`src/rtl/scan_timebase.sv`:
```
// Synchronous scan timebase: clock-enable ticks for display and row scanning,
// a wrapping row selector and an image selector toggled every IMG_FRAMES frames.
module scan_timebase #(
    parameter int DISP_DIV   = 4,
    parameter int ROW_DIV    = 32768,
    parameter int ROWS       = 8,
    parameter int IMG_FRAMES = 32,
    parameter int ROW_W      = $clog2(ROWS)
) (
    input  logic             i_clk,
    input  logic             i_rst_n,
    input  logic             i_run,
    input  logic             i_clear,
    output logic             o_disp_tick,
    output logic             o_row_tick,
    output logic             o_frame_tick,
    output logic [ROW_W-1:0] o_row_sel,
    output logic             o_image_sel
);

    localparam int DISP_W  = (DISP_DIV > 1)   ? $clog2(DISP_DIV)   : 1;
    localparam int ROWC_W  = (ROW_DIV > 1)    ? $clog2(ROW_DIV)    : 1;
    localparam int FRAME_W = (IMG_FRAMES > 1) ? $clog2(IMG_FRAMES) : 1;

    localparam logic [DISP_W-1:0]  DISP_LAST  = DISP_W'(DISP_DIV - 1);
    localparam logic [DISP_W-1:0]  DISP_INC   = DISP_W'(1);
    localparam logic [ROWC_W-1:0]  ROWC_LAST  = ROWC_W'(ROW_DIV - 1);
    localparam logic [ROWC_W-1:0]  ROWC_INC   = ROWC_W'(1);
    localparam logic [ROW_W-1:0]   SEL_LAST   = ROW_W'(ROWS - 1);
    localparam logic [ROW_W-1:0]   SEL_INC    = ROW_W'(1);
    localparam logic [FRAME_W-1:0] FRAME_LAST = FRAME_W'(IMG_FRAMES - 1);
    localparam logic [FRAME_W-1:0] FRAME_INC  = FRAME_W'(1);

    logic [DISP_W-1:0]  r_disp_cnt;
    logic [ROWC_W-1:0]  r_row_cnt;
    logic [FRAME_W-1:0] r_frame_cnt;
    logic [ROW_W-1:0]   r_row_sel;
    logic               r_disp_tick;
    logic               r_row_tick;
    logic               r_frame_tick;
    logic               r_image_sel;

    logic w_disp_wrap;
    logic w_row_wrap;
    logic w_sel_wrap;
    logic w_frame_wrap;
    logic w_frame_evt;

    assign w_disp_wrap  = (r_disp_cnt == DISP_LAST);
    assign w_row_wrap   = (r_row_cnt == ROWC_LAST);
    assign w_sel_wrap   = (r_row_sel == SEL_LAST);
    assign w_frame_wrap = (r_frame_cnt == FRAME_LAST);
    // Edge on which frame_tick is being raised; drives the image path.
    assign w_frame_evt  = i_run && w_row_wrap && w_sel_wrap;

    always_ff @(posedge i_clk or negedge i_rst_n) begin
        if (!i_rst_n) begin
            r_disp_cnt  <= '0;
            r_disp_tick <= 1'b0;
        end else if (i_clear) begin
            r_disp_cnt  <= '0;
            r_disp_tick <= 1'b0;
        end else if (!i_run) begin
            r_disp_tick <= 1'b0;
        end else if (w_disp_wrap) begin
            r_disp_cnt  <= '0;
            r_disp_tick <= 1'b1;
        end else begin
            r_disp_cnt  <= r_disp_cnt + DISP_INC;
            r_disp_tick <= 1'b0;
        end
    end

    always_ff @(posedge i_clk or negedge i_rst_n) begin
        if (!i_rst_n) begin
            r_row_cnt    <= '0;
            r_row_tick   <= 1'b0;
            r_row_sel    <= '0;
            r_frame_tick <= 1'b0;
        end else if (i_clear) begin
            r_row_cnt    <= '0;
            r_row_tick   <= 1'b0;
            r_row_sel    <= '0;
            r_frame_tick <= 1'b0;
        end else if (!i_run) begin
            r_row_tick   <= 1'b0;
            r_frame_tick <= 1'b0;
        end else if (w_row_wrap) begin
            r_row_cnt  <= '0;
            r_row_tick <= 1'b1;
            if (w_sel_wrap) begin
                r_row_sel    <= '0;
                r_frame_tick <= 1'b1;
            end else begin
                r_row_sel    <= r_row_sel + SEL_INC;
                r_frame_tick <= 1'b0;
            end
        end else begin
            r_row_cnt    <= r_row_cnt + ROWC_INC;
            r_row_tick   <= 1'b0;
            r_frame_tick <= 1'b0;
        end
    end

    always_ff @(posedge i_clk or negedge i_rst_n) begin
        if (!i_rst_n) begin
            r_frame_cnt <= '0;
            r_image_sel <= 1'b0;
        end else if (i_clear) begin
            r_frame_cnt <= '0;
            r_image_sel <= 1'b0;
        end else if (w_frame_evt) begin
            if (w_frame_wrap) begin
                r_frame_cnt <= '0;
                r_image_sel <= ~r_image_sel;
            end else begin
                r_frame_cnt <= r_frame_cnt + FRAME_INC;
            end
        end
    end

    assign o_disp_tick  = r_disp_tick;
    assign o_row_tick   = r_row_tick;
    assign o_frame_tick = r_frame_tick;
    assign o_row_sel    = r_row_sel;
    assign o_image_sel  = r_image_sel;

endmodule

```
`config.mk`:
```
export PLATFORM = sky130hd
export DESIGN_NAME = scan_timebase
export DESIGN_NICKNAME = d
export VERILOG_FILES = /design/src/rtl/scan_timebase.sv
export SDC_FILE = /design/constraint.sdc
export NUM_CORES = 1
export LEC_CHECK = 0
export BUFFER_PORTS_ARGS = -buffer_cell sky130_fd_sc_hd__buf_2
export CAP_MARGIN = 20
export CORE_ASPECT_RATIO = 1.25
export CORE_MARGIN = 2
export CORE_UTILIZATION = 40
export DETAILED_ROUTE_END_ITERATION = 6
export PLACE_DENSITY = 0.54
export SYNTH_ARGS = -nofsm -noshare
export SYNTH_HDL_FRONTEND = slang
export SYNTH_SLANG_ARGS = --single-unit
```
`constraint.sdc`:
```
create_clock -name i_clk -period 3.4 [get_ports i_clk]
set_clock_uncertainty 0.1 [all_clocks]
set_input_delay 0.17 -clock i_clk [delete_from_list [all_inputs] [get_ports i_clk]]
set_output_delay 0.17 -clock i_clk [all_outputs]
set_load 0.02 [all_outputs]
```
* Word level (Yosys, flattened, before mapping)
Index checks and enable logic that the tools add are counted.
** Storage, ports and cells
- Bits in registers :: 29
- Output and inout bits :: 7
- Word-level logic and storage cells :: 51
** Operators by class
- $add $sub $neg :: 4
- Eq/ne operators :: 4
- Muxes and demuxes :: 26
- Bitwise gates (word level) :: 1
- Reductions and logical operators :: 8
** Operators by type and width (number)
- 2-to-1 mux 15 bit :: 3
- adder 15 x 1 -> 15 bit (second input constant) :: 1
- == test 15 bit (second input constant) :: 1
- 2-to-1 mux 5 bit :: 3
- 2-to-1 mux 1 bit :: 13
- 2-to-1 mux 3 bit :: 4
- nonzero test 2 bit :: 4
- 2-to-1 mux 2 bit :: 3
- adder 5 x 1 -> 5 bit (second input constant) :: 1
- == test 5 bit (second input constant) :: 1
- AND reduction 2 bit :: 2
- adder 3 x 1 -> 3 bit (second input constant) :: 1
- == test 3 bit (second input constant) :: 1
- adder 2 x 1 -> 2 bit (second input constant) :: 1
- == test 2 bit (second input constant) :: 1
- logical AND 1 bit :: 2
- NOT 1 bit :: 1

* Longest topological paths before layout
Gate-level depths: netlist (run 1).
- Depth after elaboration :: 5
- Gate-level depth with buffers :: 7

* Least setup slack after synthesis (run 1)
No wires, ideal clock.
- Kind :: register to register
- Start :: reg r_row_sel[0] (netlist: o_row_sel[0])
- End :: reg r_frame_cnt[3]
- Data arrival time :: 2.015 ns
- Required time :: 3.222 ns
- Slack :: 1.207 ns
- Cell stages (with the launch flop) :: 8
- Period minus slack after synthesis :: 2.193 ns
- Cells stage by stage :: dfrtp_1 > ha_1 > ha_1 > nand4_1 > or4_4 > buf_6 > or4_1 > a21oi_1
** Between the ends
- Cells in the longest elaborated chain, start to end :: 3
** RTL lines
- start: declaration :: line 37 : logic [ROW_W-1:0] r_row_sel;
- start signal: assignment :: line 95 : r_row_sel <= r_row_sel + SEL_INC;
- == test 3 bit :: line 51 : assign w_sel_wrap = (r_row_sel == SEL_LAST);
- logical AND 1 bit :: line 54 : assign w_frame_evt = i_run && w_row_wrap && w_sel_wrap;
- nonzero test 2 bit (no source line)
- end signal: assignment :: line 117 : r_frame_cnt <= r_frame_cnt + FRAME_INC;
- end: declaration :: line 36 : logic [FRAME_W-1:0] r_frame_cnt;
Every way passes these cells.
A chain may end at the register's enable or synchronous reset.

* Worst setup path in the final report (run 1)
- Start :: reg r_row_cnt[0]
- End :: reg r_frame_cnt[3]
** Between the ends
- Cells in the longest elaborated chain, start to end :: 4
** RTL lines
- start: declaration :: line 35 : logic [ROWC_W-1:0] r_row_cnt;
- start signal: assignment :: line 99 : r_row_cnt <= r_row_cnt + ROWC_INC;
- == test 15 bit :: line 50 : assign w_row_wrap = (r_row_cnt == ROWC_LAST);
- logical AND 1 bit (2 in a row) :: line 54
- nonzero test 2 bit (no source line)
Every way passes these cells.

==> results by group, run 1 <==
Outcome
  • Status: complete, no violations

Cells and area
  • Syn-to-layout area delta: 11.1%
  • Final Core Density: 46.9%
  • Layout cell share with drive strength beyond 1: 13.8%
  • Final-stage net count: 169
  • ANT cells: 0
  • Fillers: 331
  • Register area: 726 um2
  • Fin area: 0.00165 mm2
  • Commonest non-fill, non-tap cells in the layout: 29 x dfrtp_1, 22 x nor2_1, 10 x buf_2, 9 x xnor2_1, 8 x o21ai_0
  • Multi-input logic area: 717 um2
  • Commonest non-fill, non-tap cell in the layout: dfrtp_1

Drt
  • 1st-pass router iterations: 4
  • Avg Vias per Cell: 5.41
  • DR iter-0 viols: 35
  • DRC viols: 0
  • Via Count: 1071
  • Final WL: 2860 um
  • Routed WL per cell: 14.4 um
  • Routed Antenna Nets: 0

Clocking
  • Num Clock Sinks: 29
  • Clk slew on worst S/H paths: 60 ps
  • Clk_lat worst skew: 280 ps
  • Post-cts resize count: 0
  • CTS Buf Count: 5
  • H-tree lvl count: 2
  • CTS Buffer Depth: 2
  • Root Buffer Master: clkbuf_8
  • Post-CTS setup buffers: 0
  • CTS tree: done

Pwr
  • Clk pwr share: 42.7%
  • Switching share of power: 22.3%
  • Leak: 0.758 nW
  • Sequential Power Share: 52.9%
  • Combinational power share: 4.4%
  • Power Internal: 0.519 mW
  • Psw: 0.149 mW
  • Power Density: 405 mW/mm2
  • Peak supply drop: 0.000236 V
  • Pwr Total: 0.668 mW

Worst setup path
  • CP arrival: 2250 ps
  • Crit. End Element: register
  • Maximum fanout along the worst path: 11
  • CP required: 3510 ps
  • Setup crit start kind: register
  • Critical path class: register to register

Global routing
  • Initial antenna violation count: 0
  • Largest net degree at the start of global routing: 30
  • GRT Util Overall: 15.3%
  • Number of global-route vias before repair: 1042
  • Wire length of the first global-routing pass: 4820 um
  • Remaining global-route overflow: 0

STA
  • Achievable Freq: 0.466 GHz
  • WHS: 190 ps
  • Unrepaired setup endpoints after global routing: no
  • Max-slew violation total from the final report: 0
  • Worst-Margin Slew: 658 ps
  • Setup TNS: 0 ps
  • Max-Slew Margin vs Limit: 56.2%
  • Final period util: 63.1%
  • Hold Vio Cnt, Final: 0
  • Setup Viol. Count Final: 0
  • Minimum clock period: 2150 ps

Die
  • Die Height: 72.1 um
  • Ports: 11
  • Die area: 0.00422 mm2
  • Rows: 24
  • Initial core utilization: 42.2%
  • CORE AREA: 0.00351 mm2
  • Die width: 58.5 um

Synth
  • Mapped Nets: 157
  • Post-Syn Instances: 147
  • Number of flops mapped to enable cells by yosys: 0
  • Sequential fraction of the synthesis area: 48.9%
  • Top FF cell, synth: dfrtp_1
  • FFs w/ async S/R, synth: 100%
  • Mean post-synth cell area: 10.1 um2
  • Ys Warns: 0
  • Netlist cell types: 34
  • Synthesized area: 0.00148 mm2
  • FF+latch count, synth: 29

Worst hold path
  • Hold Crit Class: input pin to register

Run
  • Max Cap Viol: 0

Place
  • IO Port Bufs: 10
  • Placed Area: 0.00155 mm2
  • HPWL after DPL: 1920 um
  • RePlAce Congestion: 0.832
## cells by family (layout without fill, tap and decap cells)
family	after synthesis	in the layout	synth area share (%)
and+or+nand+nor	67	67	25.9
DFF	29	29	48.9
AOI/OAI and AO/OA	20	20	7.59
xor gates and xnor gates	12	12	7.08
buffers and inverters	9	21	2.78
adders and majority gates	6	6	5.06
muxes	4	4	2.70
## cell type report
| cell class | count | area share, % |
|---|---|---|
| Sequential cell | 29 | 44.0 |
| Timing Repair Buffer | 11 | 3.64 |
| Tap cell | 39 | 2.96 |
| Inverter | 3 | 0.683 |
| Clock buffer | 7 | 5.24 |
| Multi-Input combinational cell | 109 | 43.5 |
## power by group through the flow
stage                     Combinational, mW  Sequential [mW]  Clock, mW
final                                0.0295            0.353      0.285
after global routing                 0.0339            0.354      0.309
after CTS                            0.0305            0.353      0.294
after detailed placement             0.0295            0.360          0
after global placement               0.0287            0.359          0
after floorplan                      0.0171            0.359          0
## cells in the mapped netlist (4+ instances only)
master	count	area, um2
a21oi_1	7	35.0
nand2_1	5	18.8
nor2_1	22	82.6
nand3_1	6	30.0
ha_1	6	75.1
clkbuf_1	5	18.8
dfrtp_1	29	726
mux2i_1	4	40.0
o21ai_0	8	40.0
xnor2_1	9	78.8
nand4_1	5	31.3
nor4_1	5	31.3
## routing by layer
layer,track usage [%],vias to the layer above,part of all wire [%]
met5,0,-,0
met4,5.43,0,1.6
met3,5.35,5,3.7
met2,25.1,17,49
met1,18.3,503,45
li1,-,546,-
## worst max-delay path, cell delays in order, from the launching register on
cell	delay [ps]
dfrtp_1	400
ha_1	220
nand4_1	130
or4_4	570
or4_1	490
a21oi_1	150
## path summary, 6_finish.rpt
path,to,cells past startpoint,start,slack [ps]
setup / recovery,r_frame_cnt[3],5,r_row_cnt[0],1250
hold / removal,r_row_cnt[1],2,i_run,190
setup reg to reg,r_frame_cnt[3],5,r_row_cnt[0],1250
hold reg to reg,r_frame_cnt[4],2,r_frame_cnt[4],440
max in group asynchronous,r_row_cnt[11],2,i_rst_n,2420
min in group asynchronous,r_disp_cnt[0],2,i_rst_n,360
## sequential cells by signal (all words and copies together), names as in the netlist
name	flops
o_disp_tick	1
o_frame_tick	1
o_image_sel	1
o_row_sel	3
o_row_tick	1
r_disp_cnt	2
r_frame_cnt	5
r_row_cnt	15
## timing repair
item / in CTS / in global routing
hold endpoints to repair: 29 / 0
hold buffers: 1 / 0
setup endpoints to repair: 0 / 0
## stage by stage
step,setup slack [ps],std cells
5_1_grt,1100,198
4_1_cts,1260,198
3_3_place_gp,1300,190
3_5_place_dp,1260,190
2_1_floorplan,1210,147
6_report,1250,198
(Power assumes the default switching activity.)
==> inputs of run 2 (changes only) <==
--- a/config.mk
+++ b/config.mk
@@ -11,7 +11,7 @@
 export CORE_MARGIN = 2
 export CORE_UTILIZATION = 40
 export DETAILED_ROUTE_END_ITERATION = 6
-export PLACE_DENSITY = 0.54
+export PLACE_DENSITY = 0.56
 export SYNTH_ARGS = -nofsm -noshare
 export SYNTH_HDL_FRONTEND = slang
 export SYNTH_SLANG_ARGS = --single-unit
==> constraint.sdc (replaced) <==
create_clock -name i_clk -period 1.9 [get_ports i_clk]
set_clock_uncertainty 0.1 [all_clocks]
set_input_delay 0.095 -clock i_clk [delete_from_list [all_inputs] [get_ports i_clk]]
set_output_delay 0.095 -clock i_clk [all_outputs]
set_load 0.02 [all_outputs]
==> run 2 against run 1 <==
Compared with the run above: the flow now finishes with violations (setup timing); critical endpoint is now r_frame_cnt[2]; largest cell class is now multi-input combinational cells; hold slack worse by 48 ps; worst setup slack worse by 1400 ps; non-clock buffer count up 37; routed wire length increased by 12%; critical path depth rose by 1; global-route usage rose by 3.8 points; sequential share of layout area is 7.1 points lower; critical path type unchanged.
==> results by group, run 2 (synthesized netlist as in run 1, its figures left out) <==
Worst setup path
  • Maximum fanout along the worst path: 5
  • Crit. End Element: register
  • Reg2reg setup slack: -180 ps
  • Critical path class: register to register
  • CP required: 2020 ps
  • FF-to-FF path depth: 6
  • CP arrival: 2200 ps
  • Setup crit start kind: register

Drt
  • DR iter-0 viols: 32
  • Via Count: 1267
  • Routed WL per cell: 13.6 um
  • DRC viols: 0
  • 1st-pass router iterations: 5
  • Final WL: 3210 um
  • Avg Vias per Cell: 5.37
  • Routed Antenna Nets: 0

STA
  • Final Worst Setup Slack: -183 ps
  • Max-slew violation total from the final report: 0
  • Final period util: 110%
  • Minimum clock period: 2080 ps
  • Unrepaired setup endpoints after global routing: yes
  • Worst-Margin Slew: 635 ps
  • Setup Viol. Count Final: 4
  • Max-Slew Margin vs Limit: 57.7%
  • Hold Vio Cnt, Final: 0
  • Achievable Freq: 0.480 GHz

Cells and area
  • Layout cell share with drive strength beyond 1: 33.0%
  • Final-stage net count: 206
  • Commonest non-fill, non-tap cells in the layout: 36 x buf_4, 27 x dfrtp_1, 22 x nor2_1, 10 x buf_2, 9 x xnor2_1
  • ANT cells: 0
  • Syn-to-layout area delta: 33.0%
  • Commonest non-fill, non-tap cell in the layout: buf_4
  • Final Core Density: 56.2%
  • Biggest register: r_row_cnt
  • Max reg flops: 15

Die
  • CORE AREA: 0.00351 mm2
  • Initial core utilization: 42.2%
  • Die area: 0.00422 mm2
  • Rows: 24
  • Die Height: 72.1 um
  • Die width: 58.5 um
  • Ports: 11

Place
  • RePlAce Congestion: 0.809
  • IO Port Bufs: 10
  • HPWL after DPL: 2370 um
  • Worst Setup Slack post-DPL: -195 ps

Global routing
  • Largest net degree at the start of global routing: 30
  • Number of global-route vias before repair: 1367
  • Remaining global-route overflow: 0
  • GRT Util Overall: 19.1%
  • Initial antenna violation count: 0
  • Wire length of the first global-routing pass: 5960 um

Clocking
  • Num Clock Sinks: 29
  • Clk slew on worst S/H paths: 60 ps
  • H-tree lvl count: 2
  • Root Buffer Master: clkbuf_8
  • CTS Buffer Depth: 2
  • CTS Buf Count: 5
  • Clk_lat worst skew: 290 ps
  • CTS tree: done

Pwr
  • Combinational power share: 5.7%
  • Switching share of power: 23.3%
  • Leak: 0.937 nW
  • Power Internal: 0.911 mW
  • Power Density: 602 mW/mm2
  • Peak supply drop: 0.000531 V
  • Clk pwr share: 41.3%
  • Psw: 0.276 mW
  • Sequential Power Share: 53.0%

Run
  • Max Cap Viol: 0

Worst hold path
  • Hold Crit Depth: 3
  • Hold Crit Class: input pin to register

Outcome
  • Failing checks: setup timing
  • Status: finished with violations
-- run 2: cell count changes in the layout (fill, tap and decap cells not counted), sizes merged --
cell,before,now
buf,10,47
clkbuf,7,8
-- run 2: metal layers --
layer  up-vias  track usage [%]  routed length (um)
met5         -                0                   0
met4         0             11.4                  82
met3         8             5.88                 127
met2        24             30.8                1610
met1       609             21.8                1390
li1        626                -                   -
-- run 2: what timing repair did --
| action | 4_1_cts | 5_1_grt |
|---|---|---|
| setup buffers | 0 | 1 |
| pin swaps | 1 | 7 |
| hold buffers | 1 | 0 |
| hold endpoints to repair | 29 | 0 |
| resized for setup | 1 | 4 |
| setup endpoints to repair | 6 | 8 |
-- run 2: area by class of cell --
| class | count | area, um2 |
|---|---|---|
| Inverter | 3 | 11.3 |
| Clock buffer | 8 | 80.1 |
| Multi-Input combinational cell | 109 | 763 |
| Fill cell | 313 | 1540 |
| Timing Repair Buffer | 48 | 342 |
| Sequential cell | 29 | 728 |
| Tap cell | 39 | 48.8 |
-- run 2: final timing paths --
path,startpoint,endpoint
max in group asynchronous,i_rst_n,o_row_sel[1]
setup reg to reg,o_row_sel[0],r_frame_cnt[2]
setup / recovery,o_row_sel[0],r_frame_cnt[2]
hold reg to reg,r_disp_cnt[1],r_disp_cnt[1]
min in group asynchronous,i_rst_n,r_row_cnt[6]
hold / removal,i_run,r_row_cnt[1]
-- run 2: per-stage QoR --
step / cell area [um2] / std cells / power [mW] / hold WS [ps] / setup TNS (ps)
global route: 1970 / 236 / 1.25 / 160 / -885
detailed placement: 1860 / 226 / 0.710 / 69.3 / -668
floorplan: 1520 / 147 / 0.673 / -301 / -602
finish: 1970 / 236 / 1.19 / 142 / -564
CTS: 1950 / 235 / 1.21 / 135 / -613
global placement: 1860 / 226 / 0.706 / 53.0 / -468
-- run 2: power groups by stage --
stage          Sequential, mW  Clock, mW  Combinational, mW
2_1_floorplan           0.642          0             0.0309
3_3_place_gp            0.640          0             0.0654
3_5_place_dp            0.641          0             0.0687
4_1_cts                 0.630      0.508             0.0705
5_1_grt                 0.630      0.540             0.0798
6_report                0.630      0.490             0.0675
-- run 2: worst max-delay path: stages (launching register included) --
cell and delay (ps):
dfrtp_2 380, ha_4 140, ha_4 110, nand4_1 70, or4_4 560, or4b_1 490
a21oi_1 150
==> inputs of run 3 (changes only) <==
--- a/config.mk
+++ b/config.mk
@@ -5,7 +5,7 @@
 export SDC_FILE = /design/constraint.sdc
 export NUM_CORES = 1
 export LEC_CHECK = 0
-export BUFFER_PORTS_ARGS = -buffer_cell sky130_fd_sc_hd__buf_2
+export BUFFER_PORTS_ARGS = -buffer_cell sky130_fd_sc_hd__clkbuf_2
 export CAP_MARGIN = 20
 export CORE_ASPECT_RATIO = 1.25
 export CORE_MARGIN = 2
==> run 3 against run 2 <==
Compared with the run above: the run still ends with setup timing left; first-iteration DRC count is 56% lower; hold slack worse by 9.5 ps; sequential share of layout area is 0.093 points lower; critical path depth stayed put; worst setup slack better by 62 ps; core utilization is 0.14 points higher; final cell count is 0.42% higher; clock power is 1% lower; critical path type unchanged; largest power group unchanged.
==> results by group, run 3 (synthesized netlist as in run 1, its figures left out) <==
Worst setup path
  • CP arrival: 2130 ps
  • CP required: 2010 ps
  • CP max stage cell: or4_4
  • Worst r2r src: o_row_sel[0]
  • FF-to-FF path depth: 6
  • Crit. End Element: register
  • Setup crit start kind: register
  • Buf+Inv Stages, Crit Path: 0
  • Critical path class: register to register
  • Crit path cell chain: ha_4 > ha_4 > nand4_1 > or4_4 > or4b_1 > a21oi_1
  • Largest delay contributor family on the critical path: simple AND/OR/NAND/NOR gates
  • Reg2reg setup slack: -120 ps
  • Worst path most repeated cell: ha_4
  • Largest stage delay on the critical path: 530 ps
  • Maximum fanout along the worst path: 5
  • RR Endpoint: r_frame_cnt[2]

Global routing
  • GRT Util Overall: 17.6%
  • Wire length of the first global-routing pass: 5620 um
  • Busiest grt layer: met2
  • Initial antenna violation count: 0
  • Routing usage on met3: 5.53%
  • M1 GR Usage: 20.7%
  • M2 GR Usage: 29.0%
  • Number of global-route vias before repair: 1336
  • Remaining global-route overflow: 0
  • Largest net degree at the start of global routing: 30

Drt
  • 1st-pass router iterations: 4
  • Via Count: 1253
  • Routed Antenna Nets: 0
  • DRC viols: 0
  • Avg Vias per Cell: 5.29
  • DR iter-0 viols: 14
  • Routed WL per cell: 13.3 um
  • Final WL: 3150 um

Place
  • IO Port Bufs: 10
  • Placed Area: 0.00185 mm2
  • Worst Setup Slack post-DPL: -191 ps
  • RePlAce Congestion: 0.813
  • Dpl cells: 225
  • HPWL after DPL: 2300 um

Pwr
  • Switching share of power: 23.5%
  • Pwr Total: 1.18 mW
  • Sequential Power Share: 53.2%
  • Power Density: 599 mW/mm2
  • Power Internal: 0.906 mW
  • Clk pwr share: 41.0%
  • Leak: 0.940 nW
  • Peak supply drop: 0.000542 V
  • Psw: 0.278 mW
  • Combinational power share: 5.8%

Clocking
  • Clk slew on worst S/H paths: 60 ps
  • CTS Buf Count: 5
  • Num Clock Sinks: 29
  • H-tree lvl count: 2
  • CTS Buffer Depth: 2
  • CTS tree: done
  • Root Buffer Master: clkbuf_8
  • Clk_lat worst skew: 280 ps

STA
  • Max-Slew Margin vs Limit: 51.2%
  • Setup Viol. Count Final: 4
  • Final period util: 106%
  • Minimum clock period: 2020 ps
  • Hold Vio Cnt, Final: 0
  • Setup TNS: -384 ps
  • Final Worst Setup Slack: -121 ps
  • WHS: 133 ps
  • Achievable Freq: 0.495 GHz
  • Unrepaired setup endpoints after global routing: yes
  • Max-slew violation total from the final report: 0
  • Worst-Margin Slew: 733 ps

Worst hold path
  • Hold Crit Class: input pin to register
  • Hold Crit Depth: 3
  • End of the worst hold path: r_row_cnt[1]
  • Hold Path Origin: i_run

Cells and area
  • Biggest register: r_row_cnt
  • Commonest non-fill, non-tap cell in the layout: buf_4
  • Cell Count, Final, Fillers Out: 237
  • Fillers: 311
  • Max reg flops: 15
  • ANT cells: 0
  • Commonest non-fill, non-tap cells in the layout: 36 x buf_4, 27 x dfrtp_1, 22 x nor2_1, 10 x clkbuf_2, 9 x xnor2_1
  • Fin area: 0.00198 mm2
  • Final Core Density: 56.3%
  • Final-stage net count: 207
  • Syn-to-layout area delta: 33.3%
  • Layout cell share with drive strength beyond 1: 32.8%

Die
  • CORE AREA: 0.00351 mm2
  • Die width: 58.5 um
  • Initial core utilization: 42.2%
  • Die Height: 72.1 um
  • Ports: 11
  • Rows: 24
  • Die area: 0.00422 mm2

Outcome
  • Status: finished with violations
  • Failing checks: setup timing

Run
  • Max Cap Viol: 0
[run 3: final cells by class]
class	count	area, um2	share of cell area, %
Multi-Input combinational cell	109	756	38.2
Sequential cell	29	728	36.8
Timing Repair Buffer	49	352	17.8
Clock buffer	6	72.6	3.67
Tap cell	39	48.8	2.47
Inverter	3	11.3	0.569
Clock inverter	2	10.0	0.506
[run 3: power groups by stage]
stage / combinational, mW / clock [mW] / sequential (mW)
floorplan: 0.0309 / 0 / 0.642
global placement: 0.0656 / 0 / 0.641
detailed placement: 0.0674 / 0 / 0.641
CTS: 0.0706 / 0.502 / 0.630
global route: 0.0794 / 0.538 / 0.630
finish: 0.0690 / 0.485 / 0.630
[run 3: timing repair]
action                                  in CTS  in global routing
buffers inserted                             0                  2
pin swaps                                    7                  5
endpoints found under the hold margin       30                  0
gates resized for setup                      2                  1
endpoints found under the setup margin       6                  8
hold buffers                                 2                  0
[run 3: worst register-to-register path: cells and delay by family, from the launching register on]
family	cells	cell delay, ps
fa+ha+maj	2	260
simple gates	3	1080
flops	1	380
compound gates	1	130
[run 3: worst max path at each step]
stage	cells after the start	slack [ps]	from	end
after global routing	7	-160	o_row_sel[0]	o_image_sel
after floorplan	7	-190	o_row_sel[1]	r_frame_cnt[3]
after global placement	6	-140	o_row_sel[1]	r_frame_cnt[2]
final	6	-120	o_row_sel[0]	r_frame_cnt[2]
after CTS	6	-180	o_row_sel[0]	r_frame_cnt[2]
after detailed placement	6	-190	o_row_sel[1]	r_frame_cnt[2]
[run 3: metal layers]
metal  vias to the layer above  share of wire (%)
li1                        629                  -
met5                         -                  0
met3                         5                2.9
met1                       606                 46
met4                         0                1.7
met2                        13                 49
